**src/rtl/rr_arbiter4.sv**
```systemverilog
// Four-requester round-robin arbiter with a registered one-hot grant, a 2-bit winner index
// and an optional per-tenure hold limit. Every tenure is followed by one idle cycle.
module rr_arbiter4 #(
  parameter int unsigned MAX_HOLD = 8
) (
  input  logic       clk,
  input  logic       rst,
  input  logic [3:0] req,
  output logic [3:0] gnt,
  output logic [1:0] gnt_id,
  output logic       gnt_valid
);

  localparam logic [0:0] IDLE  = 1'b0;
  localparam logic [0:0] GRANT = 1'b1;
  localparam logic [7:0] HOLD_LIMIT = 8'(MAX_HOLD);

  logic [0:0] state;
  logic [1:0] ptr;
  logic [7:0] hold_cnt;
  logic [7:0] req_twice;
  logic [3:0] req_rot;
  logic [1:0] offset;
  logic [1:0] winner;
  logic       any_req;
  logic       release_now;

  // Same decode as the 2-to-4 select decoder: index {a1,a0} -> one-hot line.
  function automatic logic [3:0] decode_2to4(input logic [1:0] sel);
    logic [3:0] line;
    line = 4'b0000;
    line[sel] = 1'b1;
    return line;
  endfunction

  // Rotate so that bit 0 is the requester at ptr; the first set bit is the winner's distance.
  always_comb begin
    req_twice = {req, req};
    req_rot   = req_twice[ptr +: 4];
    any_req   = |req;
    if (req_rot[0])      offset = 2'd0;
    else if (req_rot[1]) offset = 2'd1;
    else if (req_rot[2]) offset = 2'd2;
    else                 offset = 2'd3;
    winner = ptr + offset;
  end

  always_comb begin
    release_now = !req[gnt_id];
    if ((MAX_HOLD != 0) && (hold_cnt == HOLD_LIMIT)) release_now = 1'b1;
  end

  always_ff @(posedge clk) begin
    if (rst) begin
      state    <= IDLE;
      ptr      <= 2'd0;
      hold_cnt <= 8'd0;
      gnt      <= 4'b0000;
      gnt_id   <= 2'd0;
    end else begin
      case (state)
        IDLE: begin
          if (any_req) begin
            state    <= GRANT;
            gnt      <= decode_2to4(winner);
            gnt_id   <= winner;
            hold_cnt <= 8'd1;
          end
        end
        GRANT: begin
          // gnt_id is left alone on release so it keeps naming the last owner.
          if (release_now) begin
            state    <= IDLE;
            gnt      <= 4'b0000;
            ptr      <= gnt_id + 2'd1;
            hold_cnt <= 8'd0;
          end else if (hold_cnt != 8'hFF) begin
            hold_cnt <= hold_cnt + 8'd1;
          end
        end
        default: begin
          state <= IDLE;
          gnt   <= 4'b0000;
        end
      endcase
    end
  end

  assign gnt_valid = |gnt;

endmodule

```
**config.mk**
```make
export PLATFORM = sky130hd
export DESIGN_NAME = rr_arbiter4
export DESIGN_NICKNAME = d
export VERILOG_FILES = /design/src/rtl/rr_arbiter4.sv
export SDC_FILE = /design/constraint.sdc
export NUM_CORES = 1
export LEC_CHECK = 0
export CELL_PAD_IN_SITES_DETAIL_PLACEMENT = 2
export CELL_PAD_IN_SITES_GLOBAL_PLACEMENT = 2
export CORE_UTILIZATION = 32
export DETAILED_ROUTE_END_ITERATION = 8
export HOLD_SLACK_MARGIN = 0.06
export PLACE_DENSITY = 0.89
export SLEW_MARGIN = 10
export SYNTH_ARGS = -nofsm -noshare
export SYNTH_HDL_FRONTEND = slang
export SYNTH_SLANG_ARGS = --single-unit
```
**constraint.sdc**
```tcl
create_clock -name clk -period 2.49 [get_ports clk]
set_clock_uncertainty 0.1 [all_clocks]
set_input_delay 0.3735 -clock clk [delete_from_list [all_inputs] [get_ports clk]]
set_output_delay 0.3735 -clock clk [all_outputs]
set_load 0.1 [all_outputs]
```
==> results of run 1 <==
==> synthesized netlist by cell type (2+ instances only) <==
master | count | area (um^2)
ha_1 | 3 | 37.5
nor2b_1 | 2 | 12.5
nor2_1 | 12 | 45.0
xor2_1 | 7 | 61.3
o21ai_0 | 3 | 15.0
and3_1 | 4 | 25.0
o22ai_1 | 2 | 12.5
inv_1 | 4 | 15.0
nand2_1 | 8 | 30.0
nand4_1 | 2 | 12.5
a21oi_1 | 4 | 20.0
dfxtp_1 | 17 | 340
and4_1 | 4 | 35.0
nor3_1 | 2 | 10.0
nand3_1 | 10 | 50.1
nand2b_1 | 2 | 12.5
a211oi_1 | 5 | 37.5
==> kinds of logic (layout without fill, tap and decap cells) <==
kind of cell | Yosys count | in the layout | share of synthesized area
AO/OA/AOI/OAI | 21 | 21 | 0.157
XOR/XNOR | 8 | 8 | 0.0719
adder cells (fa/ha/maj) | 3 | 3 | 0.0385
buffers and inverters | 8 | 32 | 0.0411
flip-flops | 17 | 17 | 0.349
multiplexers | 2 | 2 | 0.0334
AND/OR/NAND/NOR | 55 | 55 | 0.309
==> per-layer routing <==
| metal | vias up | part of all wire |
|---|---|---|
| li1 | 469 | - |
| met1 | 478 | 0.43 |
| met2 | 18 | 0.53 |
| met3 | 8 | 0.022 |
| met4 | 0 | 0.020 |
| met5 | - | 0 |
==> sequential cells by signal, indices dropped and copies added, names as in the netlist <==
signal and cells:
gnt 4, gnt_id 2, hold_cnt 8, ptr 2, state 1
==> metrics by stage <==
stage / util / hold WS [ns] / instance area (um^2)
after floorplan: - / 0.343 / 975
after global placement: 0.418 / 0.390 / 1180
after detailed placement: 0.418 / 0.408 / 1180
after CTS: 0.432 / 0.423 / 1220
after global routing: 0.444 / 0.464 / 1260
final: 0.444 / 0.422 / 1260
==> final cells by class <==
cell class | count | area (um^2)
fill | 300 | 1570
multi-input combinational | 89 | 637
sequential | 17 | 340
timing repair buffer | 24 | 198
tap | 31 | 38.8
clock buffer | 3 | 22.5
inverter | 4 | 15.0
clock inverter | 1 | 5.00
==> tightest hold or removal path, cell delays in order, from the launching register on <==
cell and delay, ns:
dfxtp_1 0.35, nand3_1 0.07, o22ai_1 0.07
==> repair_timing <==
action	4_1_cts	5_1_grt
setup buffers	0	0
setup endpoints to repair	5	5
pin swaps	2	1
resized for setup	5	8
==> worst max path at each step <==
stage | to | slack (ns) | cells past startpoint
floorplan | gnt[0] | 0.04 | 5
global placement | gnt[1] | -0.23 | 11
detailed placement | gnt[1] | -0.45 | 11
CTS | gnt[1] | 0.007 | 11
global route | gnt[1] | -0.06 | 11
finish | gnt[1] | 0.02 | 11
==> cells in the final DEF (no fill, tap or decap), types with 2 or more instances in the layout <==
| master | instances |
|---|---|
| buf_4 | 19 |
| clkdlybuf4s50_1 | 3 |
| and3_1 | 4 |
| a211oi_2 | 2 |
| ha_1 | 2 |
| nand3_1 | 10 |
| a211oi_1 | 3 |
| nand4_1 | 2 |
| inv_1 | 4 |
| dfxtp_1 | 17 |
| xor2_1 | 7 |
| nand2b_1 | 2 |
| nor2_1 | 12 |
| a21oi_1 | 4 |
| clkbuf_4 | 3 |
| and4_1 | 4 |
| dlymetal6s2s_1 | 2 |
| o21ai_0 | 2 |
| nand2_1 | 8 |
| o22ai_1 | 2 |
==> report_power, final <==
part | total (mW) | internal (mW) | switching (mW)
logic | 0.369 | 0.115 | 0.254
clock network | 0.155 | 0.0599 | 0.0951
registers | 0.328 | 0.294 | 0.0332
total | 0.852 | 0.470 | 0.382
==> results.py, run 1 <==
metrics = {
    "setup_path": {
        "r2r-end": "gnt[1]",
        "critPathBufInv": 2,
        "reg2reg_from": "ptr[0]",
        "slowest_stage": "clkdlybuf4s50_1",
        "cp_max_fo": 5,
        "reg2reg_slack_ns": 0.12,
        "critPathCaptureType": "register",
        "arrival_ns": 2.62,
        "path_class": "in2reg",
        "cp_common_cell": "a211oi_2",
        "startpoint_type": "input pin",
        "ff2ff_path_depth": 10,
        "crit_required_ns": 2.64,
        "max_stage_delay_ns": 0.48,
        "cp_cell_sequence": "clkdlybuf4s50_1 > nor2b_2 > nor2b_1 > o311ai_2 > ha_2 > nor3_2 > a211oi_2 > a211oi_2 > a221oi_2 > buf_4 > a41o_1",
        "path_delay_family": "compound AO/OA/AOI/OAI gates",
        "crit_path_start": "req[1]",
    },
    "routing": {
        "wire_per_inst_um": 18.6,
        "post-route-drc-count": 0,
        "ant_nets": 0,
        "num_vias": 973,
        "via_per_inst": 5.76,
        "wl_um": 3150,
        "drtPass1Iterations": 4,
        "drtIter0Drc": 8,
    },
    "cts": {
        "cts.sinks": 17,
        "cts-root-buf": "clkbuf_4",
        "cts_max_path_buffers": 2,
        "numCtsBuffers": 3,
        "clk_latency_ns": 0.30,
        "hold_buffers": 0,
        "htree_levels": 1,
        "cts.clk_slew.worst_paths_ns": 0.11,
        "cts_tree": "done",
    },
    "timing": {
        "layout_setup_ws_ns": 0.0194,
        "tns_ns": 0,
        "period_needed_ns": 2.47,
        "maxSlewViolCount": 0,
        "slew-limit-headroom": 0.687,
        "period_share": 0.992,
        "setup_viol": 0,
        "tightest_slew_ns": 0.467,
        "fmax_mhz": 405,
        "final_hold_viol_count": 0,
    },
    "synth": {
        "synth_edf_count": 0,
        "synth_cells": 114,
        "synth-main-ff-cell": "dfxtp_1",
        "synth.avg_cell_area_um2": 8.55,
        "syn-num-nets": 123,
        "yosysUniqueCellTypes": 40,
        "ys_async_sr_fraction": 0,
        "ys_warn_count": 0,
        "ys_ff_latch": 17,
        "synth_area_um2": 975,
        "synth-seq-area-share": 0.349,
    },
    "min_path": {
        "hold_start": "gnt[3]",
        "hold_end": "gnt[3]",
        "hold_path_depth": 2,
        "hold_class": "reg2reg",
    },
    "placement": {
        "place_inst": 165,
        "dp_hpwl_um": 2360,
        "preCtsSetupSlack_ns": -0.448,
        "io_buffer_count": 12,
        "routabilityCongestion": 0.818,
    },
    "power_and_ir_drop": {
        "powerDensity_mw_per_mm2": 678,
        "max-vdd-ir-drop_v": 0.000485,
        "total_power_uw": 852,
        "p_leak_nw": 0.536,
    },
    "global_routing": {
        "grt_max_degree": 11,
        "grt_pass1_vias": 1093,
        "grt_pass1_wl_um": 5150,
        "grtUsageMet1": 0.225,
        "grt_most_used_layer": "met2",
        "gr-total-overflow": 0,
        "grtUsageMet2": 0.403,
        "track_usage": 0.210,
        "antenna_found_initial": 0,
        "grt.met3_usage": 0.0431,
    },
    "floorplan": {
        "fp.coreArea_mm2": 0.00283,
        "dieWidth_um": 57.2,
        "rows": 19,
        "dieArea_mm2": 0.00327,
        "pin_count": 13,
        "start_util": 0.345,
        "die_height_um": 57.2,
    },
    "finish": {
        "antenna_cells": 0,
        "drive_gt1_frac": 0.268,
        "nNetsFinal": 148,
        "stdcell_count": 169,
        "area_growth_pct": 28.9,
    },
    "status": {
        "status": "completed",
    },
    "run": {
        "maxCapViolCount": 0,
    },
}
Power figures use the tool's default switching activity.
==> run 2, diff against run 1 <==
Settings changed: GPL_TIMING_DRIVEN from default to 0, HOLD_SLACK_MARGIN 0.06 to default.
==> run 2 against run 1 <==
Against the previous run:
- via count is 4.3% lower
- first-iteration DRC count is 75% higher
- total power down 0.86%
- register-to-register slack improved by 0.07 ns
- clock-buffer cell count did not move
- non-clock buffer count shrank 7
- global-route usage down 1.6 points
- design area down 4.6%
- largest power group unchanged
- critical endpoint is now gnt_id[0]
- hold slack better by 0.012 ns
==> results.py, run 2 (synthesized netlist as in run 1, its figures left out) <==
metrics = {
    "status": {
        "status": "completed",
    },
    "finish": {
        "final_cell_mix": "dfxtp_1, nor2_1, nand3_1",
        "top_register": "hold_cnt",
        "drive_gt1_frac": 0.160,
        "nNetsFinal": 141,
        "largestRegisters": "hold_cnt x8, gnt x4",
        "final_common_cell": "dfxtp_1",
        "antenna_cells": 0,
        "area_growth_pct": 23.0,
        "largest_reg_flops": 8,
    },
    "power_and_ir_drop": {
        "p_leak_nw": 0.486,
        "total_power_uw": 845,
        "p_int_uw": 463,
        "power_frac_seq": 0.384,
        "netSwitchingFraction": 0.452,
        "power_frac_comb": 0.422,
        "max-vdd-ir-drop_v": 0.000519,
        "p_clk_frac": 0.194,
        "powerDensity_mw_per_mm2": 705,
        "p_switching_uw": 382,
    },
    "setup_path": {
        "cp_max_fo": 5,
        "startpoint_type": "register",
        "cp_cell_sequence": "clkdlybuf4s50_1",
        "critPathBufInv": 1,
        "arrival_ns": 1.94,
        "r2r-end": "gnt[1]",
        "critPathCapture": "gnt_id[0]",
        "max_stage_delay_ns": 1.17,
        "crit_required_ns": 2.02,
        "cp.depth": 1,
        "crit_path_start": "gnt_id[0]",
        "path_class": "reg2out",
        "reg2reg_slack_ns": 0.19,
        "path_delay_family": "buffers and inverters",
        "ff2ff_path_depth": 10,
        "critPathCaptureType": "output port",
        "reg2reg_from": "ptr[1]",
        "slowest_stage": "clkdlybuf4s50_1",
    },
    "placement": {
        "routabilityCongestion": 0.748,
        "io_buffer_count": 12,
        "dp_hpwl_um": 2030,
    },
    "run": {
        "maxCapViolCount": 0,
    },
    "timing": {
        "tightest_slew_ns": 0.976,
        "maxSlewViolCount": 0,
        "final_hold_viol_count": 0,
        "period_needed_ns": 2.41,
        "period_share": 0.969,
        "rsz0062_at_grt": "false",
        "whs_ns": 0.433,
        "slew-limit-headroom": 0.347,
        "fmax_mhz": 414,
        "setup_viol": 0,
    },
    "routing": {
        "drtIter0Drc": 14,
        "ant_nets": 0,
        "drtPass1Iterations": 4,
        "num_vias": 931,
        "wire_per_inst_um": 17.6,
        "post-route-drc-count": 0,
        "via_per_inst": 5.75,
        "wl_um": 2850,
    },
    "cts": {
        "htree_levels": 1,
        "clk_latency_ns": 0.31,
        "cts.sinks": 17,
        "cts_tree": "done",
        "numCtsBuffers": 3,
        "cts.clk_slew.worst_paths_ns": 0.12,
        "cts_max_path_buffers": 2,
        "cts-root-buf": "clkbuf_4",
    },
    "global_routing": {
        "grt_pass1_wl_um": 4830,
        "track_usage": 0.193,
        "antenna_found_initial": 0,
        "grt_max_degree": 11,
        "gr-total-overflow": 0,
        "grt_pass1_vias": 968,
    },
    "floorplan": {
        "dieArea_mm2": 0.00327,
        "start_util": 0.345,
        "rows": 19,
        "dieWidth_um": 57.2,
        "die_height_um": 57.2,
        "fp.coreArea_mm2": 0.00283,
        "pin_count": 13,
    },
    "min_path": {
        "hold_class": "reg2reg",
    },
}
run 2: cell count changes in the layout (fill, tap and decap cells not counted), sizes merged:
cell           change
clkdlybuf4s50      +4
buf               -16
dlygate4sd2        +3
clkbuf             +2
run 2: worst min path at each step:
| stage | start | end | slack (ns) | cells past startpoint |
|---|---|---|---|---|
| after CTS | gnt[2] | gnt[2] | 0.43 | 2 |
| after detailed placement | gnt[2] | gnt[2] | 0.42 | 2 |
| after global placement | gnt[2] | gnt[2] | 0.39 | 2 |
| after global routing | gnt[2] | gnt[2] | 0.44 | 2 |
| after floorplan | rst | gnt_id[0] | 0.34 | 1 |
| final | gnt[2] | gnt[2] | 0.43 | 2 |
run 2: worst reg2reg max path: stages (launching register included):
cell and delay [ns]:
dfxtp_2 0.39, nor2b_2 0.16, nor2b_1 0.06, o311ai_1 0.28, ha_2 0.34, nor3_2 0.08, a211oi_2 0.24, a211oi_2 0.07
a221oi_2 0.17, buf_4 0.18, a41o_1 0.17
run 2: metal layers:
metal	part of all wire	up-vias	track usage
li1	-	453	-
met1	0.46	459	0.236
met2	0.50	15	0.343
met3	0.028	4	0.0476
met4	0.012	0	0.0418
met5	0	-	0
run 2: layout make-up:
| cell class | count | area [um^2] |
|---|---|---|
| clock inverter | 1 | 5.00 |
| fill | 316 | 1630 |
| timing repair buffer | 13 | 129 |
| inverter | 4 | 15.0 |
| clock buffer | 3 | 22.5 |
| buffer | 4 | 25.0 |
| multi-input combinational | 89 | 621 |
| tap | 31 | 38.8 |
| sequential | 17 | 343 |
run 2: metrics by stage:
step                setup TNS, ns  cell area [um^2]  setup slack (ns)  instances  utilization
floorplan                       0               975            0.0389        114            -
global route                    0              1200            0.0159        162        0.424
CTS                             0              1180          0.000321        162        0.416
finish                          0              1200            0.0774        162        0.424
global placement            -3.60              1130            -0.727        157        0.401
detailed placement          -4.69              1130            -0.905        157        0.401
run 2: repair_timing:
action                     CTS  global route
hold endpoints to repair     0             0
setup buffers                1             0
setup endpoints to repair    6             5
resized for setup            7             7
hold buffers                 0             0
pin swaps                    1             0
run 2: power groups by stage:
stage | logic [mW] | clock network, mW | registers, mW
after global routing | 0.376 | 0.175 | 0.328
after global placement | 0.331 | 0 | 0.325
after floorplan | 0.162 | 0 | 0.417
final | 0.357 | 0.164 | 0.324
after detailed placement | 0.343 | 0 | 0.327
after CTS | 0.351 | 0.164 | 0.322
==> run 3, diff against run 2 <==
Settings changed: ABC_AREA from default to 1, CORE_UTILIZATION 32 to 31, PLACE_DENSITY 0.89 to 0.91.
==> run 3 against run 2 <==
Against the previous run:
- critical path depth did not move
- routed wire length increased by 41%
- largest power group unchanged
- synthesized area up 22%
- register-to-register slack better by 0.20 ns
- via count grew 29%
- fmax up 2.1%
- design area rose by 18%
- core utilization down 4.0 points
- clock-buffer cell count increased by 1
- sequential power increased by 5%
- global-route usage rose by 2.9 points
- hold slack lost 0.056 ns
==> results.py, run 3 <==
metrics = {
    "routing": {
        "num_vias": 1201,
        "via_per_inst": 5.03,
        "wl_um": 4010,
        "drtIter0Drc": 21,
        "wire_per_inst_um": 16.8,
        "post-route-drc-count": 0,
        "ant_nets": 0,
        "drtPass1Iterations": 4,
    },
    "timing": {
        "tns_ns": 0,
        "tightest_slew_ns": 0.979,
        "fmax_mhz": 423,
        "period_needed_ns": 2.36,
        "layout_setup_ws_ns": 0.127,
        "maxSlewViolCount": 0,
        "rsz0062_at_grt": "false",
        "whs_ns": 0.377,
        "final_hold_viol_count": 0,
        "slew-limit-headroom": 0.345,
        "period_share": 0.949,
        "setup_viol": 0,
    },
    "synth": {
        "synth-seq-area-share": 0.285,
        "synth_top_area_share": 0.285,
        "synth-main-ff-cell": "dfxtp_1",
        "synth.most_common_cell": "nand2_1",
        "yosys-top-cells-area": "dfxtp_1, nand2_1, inv_1",
        "synth.avg_cell_area_um2": 6.81,
        "synth_edf_count": 0,
        "synth_cells": 175,
        "ys_warn_count": 0,
        "yosysUniqueCellTypes": 27,
        "synth_area_mm2": 0.00119,
        "ys_ff_latch": 17,
        "ys_async_sr_fraction": 0,
        "synth_common_cells": "nand2_1, inv_1, dfxtp_1",
        "syn-num-nets": 184,
        "yosysTopAreaCell": "dfxtp_1",
    },
    "setup_path": {
        "cp_cell_sequence": "clkdlybuf4s50_1",
        "crit_required_ns": 2.02,
        "critPathCaptureType": "output port",
        "path_delay_family": "buffers and inverters",
        "arrival_ns": 1.89,
        "path_class": "reg2out",
        "cp_max_fo": 5,
        "slowest_stage": "clkdlybuf4s50_1",
        "startpoint_type": "register",
        "max_stage_delay_ns": 1.18,
        "critPathBufInv": 1,
    },
    "global_routing": {
        "track_usage": 0.223,
        "gr-total-overflow": 0,
        "antenna_found_initial": 0,
        "grt_max_degree": 11,
        "grt_pass1_vias": 1399,
        "grt_pass1_wl_um": 6820,
    },
    "cts": {
        "numCtsBuffers": 3,
        "clk_latency_ns": 0.26,
        "cts_tree": "done",
        "hold_buffers": 0,
        "cts.clk_slew.worst_paths_ns": 0.07,
        "htree_levels": 1,
        "cts_max_path_buffers": 2,
        "cts-root-buf": "clkbuf_8",
        "cts.sinks": 17,
    },
    "power_and_ir_drop": {
        "powerDensity_mw_per_mm2": 787,
        "max-vdd-ir-drop_v": 0.000609,
        "p_leak_nw": 0.612,
    },
    "floorplan": {
        "start_util": 0.323,
        "dieWidth_um": 64.0,
        "dieArea_mm2": 0.00410,
        "pin_count": 13,
        "die_height_um": 64.0,
        "rows": 22,
        "fp.coreArea_mm2": 0.00369,
    },
    "run": {
        "maxCapViolCount": 0,
    },
    "finish": {
        "drive_gt1_frac": 0.157,
        "final_core_util": 0.384,
        "nNetsFinal": 201,
        "final_common_cell": "nand2_1",
        "antenna_cells": 0,
        "largestRegisters": "hold_cnt x8, gnt x4",
        "fillers": 449,
        "fin_area_mm2": 0.00142,
        "area_growth_pct": 18.8,
        "final_cell_mix": "nand2_1, inv_1, dfxtp_1",
        "largest_reg_flops": 8,
        "seqCellArea_um2": 340,
        "top_register": "hold_cnt",
        "multi_input_comb_area_um2": 736,
    },
    "placement": {
        "dp_hpwl_um": 3210,
        "preCtsSetupSlack_ns": 0.0385,
        "routabilityCongestion": 0.845,
        "dpl-instance-area_mm2": 0.00137,
        "io_buffer_count": 12,
    },
    "status": {
        "status": "completed",
    },
    "min_path": {
        "hold_class": "reg2reg",
    },
}
run 3: cell count changes after synthesis, sizes merged, moves of 3 or more:
cell	before	now
and4	4	0
and3	4	0
xor2	7	2
nand3	10	18
nand2	8	63
inv	4	26
a211oi	5	0
nand4	2	5
a21oi	4	11
nor3	2	5
run 3: logic make-up (layout without fill, tap and decap cells):
| kind of cell | count (synthesis) | in the layout | share of synthesized area |
|---|---|---|---|
| AO/OA/AOI/OAI | 18 | 18 | 0.0944 |
| flip-flops | 17 | 17 | 0.285 |
| XOR/XNOR | 3 | 3 | 0.0220 |
| buffers and inverters | 28 | 44 | 0.0976 |
| AND/OR/NAND/NOR | 106 | 106 | 0.469 |
| adder cells (fa/ha/maj) | 3 | 3 | 0.0315 |
run 3: tightest hold or removal path, delay by kind of cell, from the launching register on:
family	cells	cell delay [ns]
flip-flops	1	0.33
AND/OR/NAND/NOR	2	0.11
run 3: layout make-up:
class / instances / area share
multi-input combinational: 130 / 0.519
sequential: 17 / 0.240
timing repair buffer: 12 / 0.0839
inverter: 26 / 0.0689
tap: 48 / 0.0424
clock buffer: 4 / 0.0318
buffer: 2 / 0.0133
run 3: path summary, 6_finish.rpt:
check,end,slack [ns],cells past startpoint,startpoint
min,gnt[1],0.38,2,gnt[1]
max reg2reg,gnt[0],0.39,7,ptr[0]
min reg2reg,gnt[1],0.38,2,gnt[1]
max,gnt_id[0],0.13,1,gnt_id[0]
run 3: metrics by stage:
stage / power (mW) / std cells
2_1_floorplan: 0.762 / 175
3_3_place_gp: 0.875 / 235
3_5_place_dp: 0.906 / 235
4_1_cts: 1.13 / 239
5_1_grt: 1.17 / 239
6_report: 1.12 / 239
run 3: power by group:
| group | switching [mW] | internal, mW | leakage, nW |
|---|---|---|---|
| sequential | 0.0360 | 0.304 | 0.139 |
| combinational | 0.420 | 0.134 | 0.450 |
| clock | 0.107 | 0.114 | 0.0228 |
run 3: routing by layer:
metal,GRT usage,part of all wire,vias up
met3,0.0268,0.018,5
met4,0.0852,0.012,0
li1,-,-,591
met2,0.422,0.54,13
met5,0,0,-
met1,0.249,0.43,592
run 3: what timing repair did:
item / in CTS / in global routing
buffers inserted: 0 / 0
endpoints found under the setup margin: 1 / 0
gates resized for setup: 1 / 0
